===== config.mk =====
export PLATFORM = sky130hd
export DESIGN_NAME = perf_counter_bank
export DESIGN_NICKNAME = d
export VERILOG_FILES = /design/src/rtl/perf_counter_bank.sv
export SDC_FILE = /design/constraint.sdc
export NUM_CORES = 2
export LEC_CHECK = 0
export BUFFER_PORTS_ARGS = -buffer_cell sky130_fd_sc_hd__clkbuf_2
export CAP_MARGIN = 15
export CELL_PAD_IN_SITES_DETAIL_PLACEMENT = 1
export CELL_PAD_IN_SITES_GLOBAL_PLACEMENT = 1
export CORE_ASPECT_RATIO = 0.7
export CORE_UTILIZATION = 45
export CTS_CLUSTER_DIAMETER = 80
export DETAILED_ROUTE_END_ITERATION = 6
export PLACE_DENSITY_LB_ADDON = 0.1
export SLEW_MARGIN = 20
export SYNTH_ARGS = -nofsm -noshare
export SYNTH_HDL_FRONTEND = slang
export SYNTH_SLANG_ARGS = --single-unit

===== constraint.sdc =====
create_clock -name clk -period 3.73 [get_ports clk]
set_clock_uncertainty 0.2 [all_clocks]
set_input_delay 0.373 -clock clk [delete_from_list [all_inputs] [get_ports clk]]
set_output_delay 0.373 -clock clk [all_outputs]
set_load 0.02 [all_outputs]

===== src/rtl/perf_counter_bank.sv =====
// perf_counter_bank: Avalon-MM bank of NUM_SECTIONS time/event counters with sticky status.
// Define PERF_CNT_SNAPSHOT_EN to latch the high time word into a shadow on each low-word read.

module perf_counter_bank #(
  parameter  int NUM_SECTIONS = 8,
  parameter  int CNT_W        = 64,
  parameter  int EVT_W        = 32,
  localparam int ADDR_W       = $clog2(NUM_SECTIONS) + 2
) (
  input  logic                    clk,
  input  logic                    reset_n,
  input  logic [ADDR_W-1:0]       address,
  input  logic                    begintransfer,
  input  logic                    read,
  input  logic                    write,
  input  logic [31:0]             writedata,
  input  logic [NUM_SECTIONS-1:0] evt_in,
  output logic [31:0]             readdata
);
  logic                               wr_stb, rd_stb, glb_rst, glb_en;
  logic [ADDR_W-1:0]                  sec;
  logic [1:0]                         reg_sel;
  logic [NUM_SECTIONS-1:0]            go, stop, snap, clr_tov, clr_esat;
  logic [NUM_SECTIONS-1:0][3:0][31:0] sec_regs;
  logic [31:0]                        rd_mux;
  logic                               unused_wd;

  assign wr_stb    = write & begintransfer;
  assign rd_stb    = read & begintransfer;
  assign sec       = address >> 2;
  assign reg_sel   = address[1:0];
  assign unused_wd = ^writedata[31:3];

  // Section 0 gates the whole bank; its own go counts as enabling.
  assign glb_rst = stop[0] & writedata[0];
  assign glb_en  = sec_regs[0][3][0] | go[0];

  for (genvar s = 0; s < NUM_SECTIONS; s++) begin : g_sec
    logic hit;
    assign hit         = (int'(sec) == s);
    assign stop[s]     = wr_stb & hit & (reg_sel == 2'd0);
    assign go[s]       = wr_stb & hit & (reg_sel == 2'd1);
    assign snap[s]     = rd_stb & hit & (reg_sel == 2'd0);
    assign clr_tov[s]  = wr_stb & hit & (reg_sel == 2'd3) & writedata[1];
    assign clr_esat[s] = wr_stb & hit & (reg_sel == 2'd3) & writedata[2];

    perf_section #(.CNT_W(CNT_W), .EVT_W(EVT_W)) u_sec (
      .clk      (clk),
      .reset_n  (reset_n),
      .glb_rst  (glb_rst),
      .glb_en   (glb_en),
      .go       (go[s]),
      .stop     (stop[s]),
      .snap     (snap[s]),
      .clr_tov  (clr_tov[s]),
      .clr_esat (clr_esat[s]),
      .evt      (evt_in[s]),
      .regs     (sec_regs[s])
    );
  end

  // Unpopulated sections fall through to zero.
  always_comb begin
    rd_mux = '0;
    for (int s = 0; s < NUM_SECTIONS; s++)
      if (int'(sec) == s) rd_mux = sec_regs[s][reg_sel];
  end

  always_ff @(posedge clk or negedge reset_n)
    if (!reset_n) readdata <= '0;
    else          readdata <= rd_mux;
endmodule

module perf_section #(
  parameter int CNT_W = 64,
  parameter int EVT_W = 32
) (
  input  logic             clk,
  input  logic             reset_n,
  input  logic             glb_rst,
  input  logic             glb_en,
  input  logic             go,
  input  logic             stop,
  input  logic             snap,
  input  logic             clr_tov,
  input  logic             clr_esat,
  input  logic             evt,
  output logic [3:0][31:0] regs
);
  logic [CNT_W-1:0] tcnt;
  logic [EVT_W-1:0] ecnt;
  logic             run, tov, esat;
  logic             t_inc;
  logic [1:0]       e_inc;
  logic [EVT_W:0]   e_sum;
  logic [31:0]      hi_live, hi_rd;

  // The stop edge itself is not counted.
  assign t_inc = run & glb_en & ~stop;
  assign e_inc = glb_en ? ({1'b0, go} + {1'b0, evt & run}) : 2'd0;
  assign e_sum = {1'b0, ecnt} + (EVT_W+1)'(e_inc);

  always_ff @(posedge clk or negedge reset_n)
    if (!reset_n) begin
      tcnt <= '0;
      ecnt <= '0;
      run  <= 1'b0;
      tov  <= 1'b0;
      esat <= 1'b0;
    end else if (glb_rst) begin
      tcnt <= '0;
      ecnt <= '0;
      run  <= 1'b0;
      tov  <= 1'b0;
      esat <= 1'b0;
    end else begin
      if (stop)    run <= 1'b0;
      else if (go) run <= 1'b1;
      if (t_inc) tcnt <= tcnt + CNT_W'(1);
      ecnt <= e_sum[EVT_W] ? '1 : e_sum[EVT_W-1:0];
      // Sticky flags: a same-cycle set beats a firmware clear.
      tov  <= (t_inc & (&tcnt)) | (tov & ~clr_tov);
      esat <= e_sum[EVT_W] | (esat & ~clr_esat);
    end

  if (CNT_W > 32) begin : g_hi
    assign hi_live = 32'(tcnt[CNT_W-1:32]);
  end else begin : g_no_hi
    assign hi_live = '0;
  end

`ifdef PERF_CNT_SNAPSHOT_EN
  logic [31:0] shadow_hi;
  always_ff @(posedge clk or negedge reset_n)
    if (!reset_n)     shadow_hi <= '0;
    else if (glb_rst) shadow_hi <= '0;
    else if (snap)    shadow_hi <= hi_live;
  assign hi_rd = shadow_hi;
`else
  logic unused_snap;
  assign unused_snap = snap;
  assign hi_rd       = hi_live;
`endif

  assign regs[0] = tcnt[31:0];
  assign regs[1] = hi_rd;
  assign regs[2] = 32'(ecnt);
  assign regs[3] = {29'b0, esat, tov, run};
endmodule


# == Word level (Yosys, flattened, before mapping) ==
# Index checks and enable logic that the tools add are counted.
# word_totals
inputBits,50
word_cells,344
register_bits,824
output_inout_bits,32
# classes
magnitude_cmp,1
add_sub_neg,24
reduce_logical,26
n_eq_ne,9
muxes,104
bitwise_logic,139
# op_table
cell,count
$mux W32,32
$mux W64,16
$add A64 B1 Y64 const B,8
$bmux W32 S2,8
$reduce_and A64 Y1,8
$add A32 B2 Y33,8
$and A1 B1 Y1,98
$mux W1,40
$not A1 Y1,24
$reduce_bool A3 Y1,8
$or A1 B1 Y1,17
$add A1 B1 Y2,8
$mux W2,8
$reduce_bool A2 Y1,8
$eq A3 B3 Y1 const B,4
$eq A3 B2 Y1 const B,2
$logic_not A5 Y1,1
$eq A3 B1 Y1 const B,1
$lt A2 B3 Y1 const B,1
$eq A2 B1 Y1 const B,1
$eq A2 B2 Y1 const B,1
$logic_not A2 Y1,1

# == Logic depth before layout (Yosys ltp) ==
# depth
word_depth,10
depth_mapped,20
ltp_nobuf,13

# == Hierarchy ==
# A second synthesis with hierarchy kept.
# hier_totals
hier_cells,5567
hier_area_um2,53259.8
# by_module_without_submodules
module,seq_area_each_um2,n_inst,cells_per_inst,area_each_um2
perf_section (g_sec[0].u_sec ...),2477.4,7,580,5412.7
perf_counter_bank,800.8,1,927,9965.8
perf_section (g_sec[1].u_sec),2477.4,1,580,5405.2

# == Worst setup path before layout ==
# No wires, ideal clock.
# synth_timing
path_type,input port to flip-flop
start,input port address[0]
end,register g_sec[5].u_sec.ecnt[10]
arrival_time_ps,4283
path_stages,20
n_path_buf,8
setup_time_ps,78
setup_slack_ps,-831
t_required_ps,3452
cell_sequence,buf_4 > buf_4 > buf_4 > buf_4 > buf_4 > buf_4 > nand2_1 > nor2_1 > ha_1 > and2_1 > ha_1 > inv_1 > fa_1 > nand3b_1 > or4_1 > nor3_1 > nand2b_1 > clkbuf_1 > buf_2 > a21oi_1
# synth_via
elab_chain_cells,7
word_cells_on_any_way,12
classes_between,2 x add/sub; 1 x eq/ne; 3 x mux; 5 x bitwise; 1 x reduce/logical
# synth_lines
item,line,source
from (decl),12,"input logic [ADDR_W-1:0] address,"
$eq A2 B1 Y1,42,assign go[s] = wr_stb & hit & (reg_sel == 2'd1);
$and A1 B1 Y1,42,
$add A1 B1 Y2 or $or A1 B1 Y1 (tied branches),"100, 36",
$mux W2,100,"assign e_inc = glb_en ? ({1'b0, go} + {1'b0, evt & run}) : 2'd0;"
$add A32 B2 Y33,101,"assign e_sum = {1'b0, ecnt} + (EVT_W+1)'(e_inc);"
$mux W32,120,ecnt <= e_sum[EVT_W] ? '1 : e_sum[EVT_W-1:0];
$mux W32 *,110,end else if (glb_rst) begin
to (signal assigned),120,
to (decl),91,logic [EVT_W-1:0] ecnt;
# Mark *: on every way between the ends. The rest lies on a longest branch, timed or not.
# A chain may end at the register's enable or synchronous reset.

# == Worst setup path after layout ==
# layout_timing
start,input port begintransfer
end,register g_sec[5].u_sec.ecnt[20]
# layout_via
elab_chain_cells,8
word_cells_on_any_way,13
classes_between,2 x add/sub; 3 x mux; 8 x bitwise
# layout_lines
item,line,source
from (decl),13,"input logic begintransfer,"
$and A1 B1 Y1 *,28,assign wr_stb = write & begintransfer;
$and A1 B1 Y1 (on tied branches),"42, 41",
$and A1 B1 Y1,42,
$add A1 B1 Y2 or $or A1 B1 Y1 (tied branches),"100, 36",
$mux W2,100,
$add A32 B2 Y33,101,
$mux W32,120,
$mux W32 *,110,
# Marked as above.

==> flow_metrics.env <==
export IMPL_crit_path_start="begintransfer"
export IMPL_hold_class="in -> reg"
export IMPL_grt_overflow_total=0
export IMPL_slew_violations=0
export IMPL_cts_buffers_inserted=93
export IMPL_cts_tree="built"
export IMPL_drive_above_1_share_pct=13.0
export IMPL_clk_insertion_delay_late_ns=0.71
export IMPL_yosysSeqAreaShare_pct=40.2
export IMPL_ys_flop_type="dfrtp_1"
export IMPL_drt_pass1_iterations=5
export IMPL_period_share_pct=97.3
export IMPL_fin_util_pct=51.5
export IMPL_wire_per_inst_um=28.0
export IMPL_die_y_um=284
export IMPL_drt_initial_drc_count=6020
export IMPL_gp_congestion=0.985
export IMPL_synth_seq_cells=824
export IMPL_fin_crit_ns=3.63
export IMPL_synth_distinct_cells=90
export IMPL_syn_area_per_cell_um2=8.91
export IMPL_ys_warn_count=0
export IMPL_setup_worst_path_class="in -> reg"
export IMPL_cap_viol_max_count=0
export IMPL_relSlewSlack_pct=33.2
export IMPL_multi_input_area_mm2=0.0287
export IMPL_areaGrowthSynthToFinish_pct=13.4
export IMPL_core_mm2=0.113
export IMPL_io_pins=82
export IMPL_fmax_ghz=0.276
export IMPL_clock_sinks=824
export IMPL_hold_path_startpoint="address[4]"
export IMPL_ff_latch_area_mm2=0.0206
export IMPL_rsz0062_at_grt="no"
export IMPL_layout_nets=5918
export IMPL_netlist_area_mm2=0.0513
export IMPL_die_area_mm2=0.115
export IMPL_synthCells=5755
export IMPL_cts_buffer_depth=3
export IMPL_routed_wl_um=208000
export IMPL_drc=0
export IMPL_numPortBuffers=51
export IMPL_path_clk_slew_ns=0.06
export IMPL_outcome="finished clean"
export IMPL_setup_viol=0
export IMPL_synth_top_cell_area_share_pct=40.2
export IMPL_syn_nets=5845
export IMPL_ir_worst_vdd_mv=0.398
export IMPL_crit_arrival_ns=4.01
export IMPL_end_kind="register"
export IMPL_r2r_start="g_sec[5].u_sec.run"
export IMPL_antenna_found_initial=8
export IMPL_grt_pass1_wl_um=315000
export IMPL_fp_row_count=103
export IMPL_dr_total_vias=50200
export IMPL_yosysTopAreaCell="dfrtp_1"
export IMPL_power_leakage_uw=0.0228
export IMPL_hold_violations=0
export IMPL_synth_edf_count=0
export IMPL_worstMarginPinSlew_ns=0.992
export IMPL_power_density_mw_per_mm2=378
export IMPL_grt_pass1_vias=48400
export IMPL_start_util_pct=45.4
export IMPL_cts_root_buf="clkbuf_16"
export IMPL_cp_required_ns=4.11
export IMPL_ys_async_sr_fraction_pct=100
export IMPL_grt_util_all_layers_pct=35.6
export IMPL_start_kind="input port"
export IMPL_grt_max_degree=116
export IMPL_h_tree_depth=3
export IMPL_antenna_left=0
export IMPL_path_max_fanout=6
export IMPL_fillCellCount=13000
export IMPL_viasPerCell=6.76
export IMPL_fp_dieW_um=406
export IMPL_yosys_top_cells_area="dfrtp_1 (40%), a21oi_1 (6.4%), mux2i_1 (3.5%)"
export IMPL_finalWorstSetupSlack_ns=0.101
export IMPL_hpwlAfterDp_um=151000
export IMPL_dp_slack_ns=-0.115
timing repair:
action	in CTS	in global routing
endpoints found under the hold margin	101	0
setup buffers	0	2
resized for setup	0	7
endpoints found under the setup margin	0	17
hold buffers	3	0
routing by layer:
layer  wire length (um)  up-vias  share of wire, %  GRT usage [%]
met4               5700        4               2.7           9.47
met5                 26        -             0.013              0
met2              83100     2033                40           47.0
met3              19900      258               9.6           7.90
met1              99200    26000                48           57.0
li1                   -    21900                 -              -
cell usage in the layout, fill, tap and decap left out, drive strengths merged, types with 31 or more instances in the layout:
master  netlist  final
o31ai       197    197
and3         90     90
nor3        134    134
xnor2       154    154
clkbuf      298    187
mux2i       180    180
o21ai       296    296
inv         157    161
o211ai       44     44
mux2         85     85
and4         71     71
xor2        163    163
and2         51     51
nand3       253    253
nand4       289    289
nand2b       31     31
dfrtp       824    824
a22oi        38     38
or3         143    143
buf         117    345
nor4        124    124
ha           32     32
mux4         34     34
a21oi       661    661
nand2       393    393
or4         218    218
nor2        285    285
a221oi       49     49
per-stage QoR:
step	setup TNS (ns)	area [um2]	hold WS (ns)	total power, uW	std cells
floorplan	-11.94	51700	-0.123	11200	5755
global placement	-0.0108	55100	0.226	12400	7250
detailed placement	-1.60	55100	0.222	12500	7250
CTS	0	58100	0.0196	22000	7423
global route	0	58200	0.0851	22600	7425
finish	0	58200	0.0721	22000	7429
worst max-delay path, stage by stage:
cell,delay (ns)
dlygate4sd3_1,0.61
buf_4,0.16
and4bb_4,0.33
a21o_1,0.20
buf_12,0.15
and2_1,0.13
ha_2,0.17
inv_1,0.05
fa_2,0.34
nand3b_1,0.19
or4_4,0.62
buf_4,0.17
nor3_1,0.24
xnor2_1,0.18
a21oi_2,0.08
registers in the layout, summed over array words and instances (netlist names):
register	count
g_sec.u_sec.tcnt	512
g_sec.u_sec.ecnt	256
readdata	32
g_sec.u_sec.esat	8
g_sec.u_sec.run	8
g_sec.u_sec.tov	8
Yosys cell counts, types with 13 or more instances:
cell type  count
nor2b_1       13
inv_1        157
ha_1          32
o221ai_1      13
o2bb2ai_1     17
clkbuf_1     295
buf_2         68
dfrtp_1      824
and3_1        90
nand2b_1      31
o21a_1        19
a221o_1       21
buf_1         25
o31ai_1      197
o22ai_1       15
nand2_1      393
a221oi_1      49
o21ai_0      291
o41ai_1       20
nor4_1       117
nand4b_1      20
mux2i_1      180
or4_1        217
a22oi_1       38
and4_1        71
nor2_1       285
and2_1        51
mux2_2        85
nand4_1      286
xor2_1       163
o211ai_1      44
xnor2_1      154
or2_2         18
a211oi_1      25
nand3_1      253
nor3_1       132
a31oi_1       27
or3_1        142
mux4_2        34
o2111ai_1     14
buf_4         19
a21oi_1      661
kinds of logic (layout without fill, tap and decap cells):
| logic type | Yosys count | in the layout | share of synthesized area [%] |
|---|---|---|---|
| adders and majority gates | 40 | 40 | 1.09 |
| other | 0 | 4 | 0 |
| buffers and inverters | 573 | 721 | 4.58 |
| DFF | 824 | 824 | 40.2 |
| muxes | 299 | 299 | 6.87 |
| AOI/OAI and AO/OA | 1521 | 1521 | 18.1 |
| and+or+nand+nor | 2181 | 2181 | 23.8 |
| xor gates and xnor gates | 317 | 317 | 5.41 |
worst paths after layout:
check	slack, ns	end	cells after the start
max	0.10	g_sec[5].u_sec.ecnt[20]	15
min	0.07	readdata[13]	4
max reg2reg	0.43	g_sec[5].u_sec.ecnt[20]	12
min reg2reg	0.34	g_sec[3].u_sec.ecnt[28]	1
max in group asynchronous	2.09	g_sec[4].u_sec.ecnt[26]	3
min in group asynchronous	0.08	g_sec[3].u_sec.tcnt[26]	2
cell type report:
class / count / share of cell area, %
diodes: 4 / 0.0172
clock inverters: 28 / 0.542
repair buffers: 393 / 5.82
clock buffers: 142 / 4.63
well taps: 1522 / 3.27
flip-flops and latches: 824 / 35.4
multi-input cells: 4358 / 49.3
inverters: 158 / 1.02
power by group:
group          internal [uW]  switching [uW]
combinational            948            1750
sequential              9290             499
clock                   5390            4090
total                  15600            6340
Note: power is estimated with default switching activity, not from simulation.
